===== config.mk =====
export PLATFORM = sky130hd
export DESIGN_NAME = veririsc_sequencer
export DESIGN_NICKNAME = d
export VERILOG_FILES = /design/src/rtl/veririsc_pkg.sv /design/src/rtl/veririsc_phase_decode.sv /design/src/rtl/veririsc_sequencer.sv
export SDC_FILE = /design/constraint.sdc
export NUM_CORES = 1
export LEC_CHECK = 0
export ABC_AREA = 0
export CAP_MARGIN = 20
export CORE_ASPECT_RATIO = 0.7
export CORE_UTILIZATION = 30
export CTS_CLUSTER_SIZE = 24
export DETAILED_ROUTE_END_ITERATION = 7
export PLACE_DENSITY_LB_ADDON = 0.12
export SETUP_SLACK_MARGIN = 0.05
export SLEW_MARGIN = 0
export SYNTH_ARGS = -nofsm -noshare
export SYNTH_HDL_FRONTEND = slang
export SYNTH_SLANG_ARGS = --single-unit

===== constraint.sdc =====
create_clock -name clk -period 2.7 [get_ports clk]
set_input_delay 0.54 -clock clk [delete_from_list [all_inputs] [get_ports clk]]
set_output_delay 0.54 -clock clk [all_outputs]
set_load 0.01 [all_outputs]

===== src/rtl/veririsc_pkg.sv =====
// veririsc_pkg: opcodes, sequencer states, phase numbers and shared decode helpers
// for the VeriRisc instruction sequencer.
package veririsc_pkg;

    localparam logic [2:0] HLT = 3'd0;
    localparam logic [2:0] SKZ = 3'd1;
    localparam logic [2:0] ADD = 3'd2;
    localparam logic [2:0] AND = 3'd3;
    localparam logic [2:0] XOR = 3'd4;
    localparam logic [2:0] LDA = 3'd5;
    localparam logic [2:0] STO = 3'd6;
    localparam logic [2:0] JMP = 3'd7;

    localparam logic [2:0] PH_ADDR    = 3'd0;
    localparam logic [2:0] PH_IR_LOAD = 3'd2;
    localparam logic [2:0] PH_IR_END  = 3'd3;
    localparam logic [2:0] PH_EXEC    = 3'd4;
    localparam logic [2:0] PH_OPERAND = 3'd5;
    localparam logic [2:0] PH_ALU     = 3'd6;
    localparam logic [2:0] PH_LAST    = 3'd7;

    typedef enum logic [1:0] {
        RUN,
        HALTED,
        STEP_WAIT
    } state_e;

    typedef struct packed {
        logic sel;
        logic rd;
        logic ld_ir;
        logic inc_pc;
        logic halt;
        logic ld_pc;
        logic data_e;
        logic ld_ac;
        logic wr;
    } ctrl_t;

    typedef struct packed {
        logic h;
        logic a;
        logic z;
        logic j;
        logic s;
    } terms_t;

    function automatic logic is_illegal(input logic [31:0] op);
        return op > 32'd7;
    endfunction

    // An out-of-range opcode kills every term, leaving only the fetch strobes.
    function automatic terms_t decode_terms(input logic [31:0] op, input logic zero);
        logic [2:0] o;
        logic       ok;
        o  = op[2:0];
        ok = !is_illegal(op);
        return '{h: ok && o == HLT,
                 a: ok && (o inside {ADD, AND, XOR, LDA}),
                 z: ok && o == SKZ && zero,
                 j: ok && o == JMP,
                 s: ok && o == STO};
    endfunction

endpackage


===== src/rtl/veririsc_phase_decode.sv =====
// veririsc_phase_decode: combinational datapath control decode from
// (state, phase, opcode, zero); outside RUN only sel is driven.
module veririsc_phase_decode
    import veririsc_pkg::*;
#(
    parameter int OPCODE_W = 3
) (
    input  state_e              state,
    input  logic [2:0]          phase,
    input  logic [OPCODE_W-1:0] opcode,
    input  logic                zero,
    output ctrl_t               ctrl
);

    terms_t t;
    logic   run;

    assign t   = decode_terms(32'(opcode), zero);
    assign run = state == RUN;

    always_comb begin
        ctrl        = '0;
        ctrl.sel    = !run || phase <= PH_IR_END;
        ctrl.rd     = run && ((phase != PH_ADDR && phase <= PH_IR_END) || (phase >= PH_OPERAND && t.a));
        ctrl.ld_ir  = run && (phase inside {PH_IR_LOAD, PH_IR_END});
        ctrl.inc_pc = run && (phase == PH_EXEC || (phase == PH_ALU && t.z));
        ctrl.halt   = run && phase == PH_EXEC && t.h;
        ctrl.ld_pc  = run && phase >= PH_ALU && t.j;
        ctrl.data_e = run && phase >= PH_ALU && t.s;
        ctrl.ld_ac  = run && phase == PH_LAST && t.a;
        ctrl.wr     = run && phase == PH_LAST && t.s;
    end

endmodule


===== src/rtl/veririsc_sequencer.sv =====
// veririsc_sequencer: 8-phase instruction cycle with run/halt/single-step control,
// memory wait states and a retired-instruction counter; illegal pulses the cycle after retirement.
module veririsc_sequencer
    import veririsc_pkg::*;
#(
    parameter int OPCODE_W = 3,
    parameter int CNT_W    = 16,
    parameter bit WAIT_EN  = 1'b1
) (
    input  logic                clk,
    input  logic                rst_,
    input  logic [OPCODE_W-1:0] opcode,
    input  logic                zero,
    input  logic                mem_ready,
    input  logic                resume,
    input  logic                step_mode,
    input  logic                step,
    output logic                sel,
    output logic                rd,
    output logic                ld_ir,
    output logic                inc_pc,
    output logic                halt,
    output logic                ld_pc,
    output logic                data_e,
    output logic                ld_ac,
    output logic                wr,
    output logic [2:0]          phase,
    output logic                halted,
    output logic                illegal,
    output logic [CNT_W-1:0]    instr_count
);

    state_e           state_q, state_d;
    logic [2:0]       phase_q, phase_d;
    logic [CNT_W-1:0] cnt_q, cnt_d;
    logic             illegal_q, illegal_d;
    logic             stall, retire, leave;
    ctrl_t            ctrl;

    veririsc_phase_decode #(.OPCODE_W(OPCODE_W)) u_decode (
        .state  (state_q),
        .phase  (phase_q),
        .opcode (opcode),
        .zero   (zero),
        .ctrl   (ctrl)
    );

    // ld_ac/wr are only ever high in phase 7 of a memory-operand instruction.
    always_comb begin
        stall     = WAIT_EN && !mem_ready && state_q == RUN
                    && (phase_q == PH_IR_END || ctrl.ld_ac || ctrl.wr);
        retire    = state_q == RUN && phase_q == PH_LAST && !stall;
        leave     = state_q == HALTED ? resume : state_q == STEP_WAIT ? (step || resume) : 1'b0;
        state_d   = ctrl.halt ? HALTED : (retire && step_mode) ? STEP_WAIT : leave ? RUN : state_q;
        phase_d   = (state_q != RUN || ctrl.halt || retire) ? 3'd0 : stall ? phase_q : phase_q + 3'd1;
        cnt_d     = cnt_q + CNT_W'(retire);
        illegal_d = retire && is_illegal(32'(opcode));
    end

    always_ff @(posedge clk or negedge rst_) begin
        if (!rst_) begin
            state_q   <= RUN;
            phase_q   <= '0;
            cnt_q     <= '0;
            illegal_q <= 1'b0;
        end else begin
            state_q   <= state_d;
            phase_q   <= phase_d;
            cnt_q     <= cnt_d;
            illegal_q <= illegal_d;
        end
    end

    assign {sel, rd, ld_ir, inc_pc, halt, ld_pc, data_e, ld_ac, wr} = ctrl;
    assign phase       = phase_q;
    assign halted      = state_q == HALTED;
    assign illegal     = illegal_q;
    assign instr_count = cnt_q;

endmodule


==> results.md <==
- All-layer global routing usage: 0.144
- Number of global-route vias before repair: 945
- Number of cells produced by synthesis: 120
- Most area-hungry cell type in the Yosys netlist: dfrtp_1
- Achievable Freq: 0.398 GHz
- Relative contribution of the clock network to total power: 0.151
- Largest voltage drop on the vdd net: 0.388 mV
- Reg power frac: 0.327
- Power density over cell area: 726 mW/mm²
- Wire length on met3: 123 µm
- Number of enable-type register cells in the synthesized netlist: 0
- Congestion Overflow GR: 0
- Y dimension of the die: 55.2 µm
- Most area-consuming cells after synthesis: dfrtp_1 (43%), ha_1 (8.3%), xnor2_1 (8.0%)
- Sum of negative setup slack: 0 ps
- Maximum number of pins on one net before global-route repair: 22
- Root buf cell: clkbuf_8
- Detailed route wirelength on metal2: 1210 µm
- Most used flip-flop cell after synthesis: dfrtp_1
- Vias per cell: 4.66
- Post-route minimum period: 2510 ps
- Warnings from Yosys: 0
- Uppermost signal routing layer after detailed routing: met4
- Post-detail-place hpwl: 2260 µm
- Sequential cell area in the final layout: 527 µm²
- Worst Hold Class: reg -> reg
- Final Cycle Share: 0.930
- Fraction of layout instances using a drive strength above 1: 0.170
- Final Skew: 1.95 ps
- Post-synth cell types: 33
- Combinational power share: 0.522
- Number of maximum-capacitance violations: 0
- Met1 routed wirelength after detailed routing: 1560 µm
- Clock latency of the later-clocked register in the worst-skew pair: 250 ps
- Post-Route WL: 2900 µm
- Number of antenna violations at the first check in global routing: 0
- Headroom to the max-slew limit: 0.554
- Num ports: 40
- Hold Vio Cnt, Final: 0
- Footprint of the multi-input gates: 682 µm²
- H-tree level count: 1
- Cells after DPL: 216
- Proportion of netlist area held by the largest area contributor: 0.434
- Worst Path Arrival: 1970 ps
- Number of fill cells in the layout: 364
- Cts bufs inserted: 3
- Total clock sinks: 21
- Type of element capturing the critical path: output port
- Count of vias placed by the detailed router: 1030
- Post-CTS clock slew at the launch and capture registers of the worst setup and hold paths: 70 ps
- Detailed-route wire length per cell: 13.1 µm
- Detailed-router iteration count before antenna repair: 4
- DRC violation count after routing: 0
- Start-to-end type of the worst setup path: reg -> out
- Width of the chip: 77.9 µm
- CTS tree: done
- Total inserted antenna cells: 0
- Die area: 0.00430 mm²
- Number of standard cells in the final layout excluding fillers: 221
- Layout Area Growth over Synthesis: 50.1%
- Maximum number of buffers from clock root to sink: 2
- Data required time at the worst endpoint: 2160 ps
- Final worst hold slack: 475 ps
- Run status: completed
- First-pass GRT wire length: 4630 µm
- Detailed Route Iter0 Violations: 69
- Peak fanout along the critical path: 6
- Cts-stage hold buffer count: 0
- Internal power of the cells: 0.840 mW
- Minimum setup slack in the final design: 188 ps
- Static Leak: 0.873 nW
- Syn nets: 138
- Count of final setup violators: 0
- Number of routed nets with antenna violations: 0
- Switching share of total power: 0.364
- Avg Synthesized Cell Area: 10.1 µm²
- Number of buffers inserted by port buffering: 38
- Crit path launch type: flop
- Final nets: 190
- Post-synthesis instance area: 0.00121 mm²
- Async SR Flop Fraction: 1.00
- Number of placement rows: 18
- Setup repair after global routing missed its margin: false
- Power spent charging and discharging nets: 0.480 mW
- Fin. max-slew vios: 0
- Worst Max-Slew Pin Slew: 663 ps
- Core box area: 0.00369 mm²
- Worst slack at placement: -117 ps
- Post-synthesis register bit count: 21
- Initial standard-cell utilization of the core: 0.328
- Fraction of the yosys area taken by sequential cells: 0.434
- Final weighted congestion in routability-driven placement: 0.826
worst max-delay path, stage by stage (launching register included):
cell	delay, ps
dfrtp_2	450
ha_1	240
ha_2	220
nor2_2	120
a21oi_1	50
o21a_1	160
clkdlybuf4s50_1	470
final timing paths:
| kind | from | end | slack (ps) | cells past startpoint |
|---|---|---|---|---|
| worst max-delay path | phase[0] | rd | 190 | 6 |
| worst min-delay path | instr_count[15] | instr_count[15] | 470 | 1 |
| worst max register to register | phase[0] | instr_count[8] | 260 | 10 |
| worst min register to register | instr_count[15] | instr_count[15] | 470 | 1 |
| max in group asynchronous | rst_ | phase[0] | 1840 | 2 |
| min in group asynchronous | rst_ | instr_count[7] | 630 | 2 |
logic make-up (layout without fill, tap and decap cells):
logic type      count (synthesis)  after routing  synth area share
flops                          21             21             0.434
xor+xnor                       15             15             0.108
buf+inv                        11             62            0.0393
other cells                     1              1           0.00310
compound gates                 13             13            0.0795
simple gates                   50             50             0.245
mux                             1              1           0.00826
fa+ha+maj                       8              8            0.0826
layout by cell type, fill, tap and decap left out, types with 4 or more instances in the layout:
cell type / count
nor2_1: 10
dfrtp_1: 20
ha_1: 6
inv_1: 7
clkdlybuf4s50_1: 33
xnor2_1: 11
nand3_1: 7
nand2_1: 10
nor3_1: 6
buf_4: 12
xor2_1: 4
metal layers:
metal / vias up / GRT usage
met5: - / 0
met4: 0 / 0.0278
met3: 2 / 0.0361
met2: 21 / 0.204
met1: 494 / 0.218
li1: 513 / -
Yosys cell counts (2+ instances only):
cell,instances
nor3_1,6
nor2_1,12
inv_1,8
nor4_1,3
xnor2_1,11
dfrtp_1,21
buf_2,2
nand3_1,7
o21bai_1,2
nor4b_2,2
xor2_1,4
ha_1,8
nand2_1,10
a21oi_1,3
nor2b_1,2
a22oi_1,2
area by class of cell:
class                   instances  share of cell area
well taps                      50              0.0344
flip-flops and latches         21               0.290
multi-input cells              88               0.375
repair buffers                 50               0.259
clock buffers                   4              0.0248
inverters                       8              0.0165
repair_timing:
item / in CTS / in global routing
gates cloned: 0 / 0
buffers inserted: 0 / 1
pin swaps: 1 / 1
gates resized for setup: 5 / 10
setup endpoints to repair: 3 / 15
metrics by stage:
stage / power, mW / instance area (µm²) / utilization
2_1_floorplan: 0.753 / 1210 / -
3_3_place_gp: 1.08 / 1720 / 0.465
3_5_place_dp: 1.10 / 1720 / 0.465
4_1_cts: 1.30 / 1760 / 0.477
5_1_grt: 1.43 / 1820 / 0.492
6_report: 1.32 / 1820 / 0.492
power by group through the flow:
stage / combinational (mW) / clock (mW) / sequential [mW]
after floorplan: 0.289 / 0 / 0.464
after global placement: 0.644 / 0 / 0.433
final: 0.689 / 0.200 / 0.432
after global routing: 0.768 / 0.225 / 0.441
after detailed placement: 0.659 / 0 / 0.437
after CTS: 0.662 / 0.209 / 0.432
sequential cells by signal, indices dropped and copies added (netlist names):
register / cells
instr_count: 16
phase: 3
state_q: 2
(Power assumes the default switching activity.)
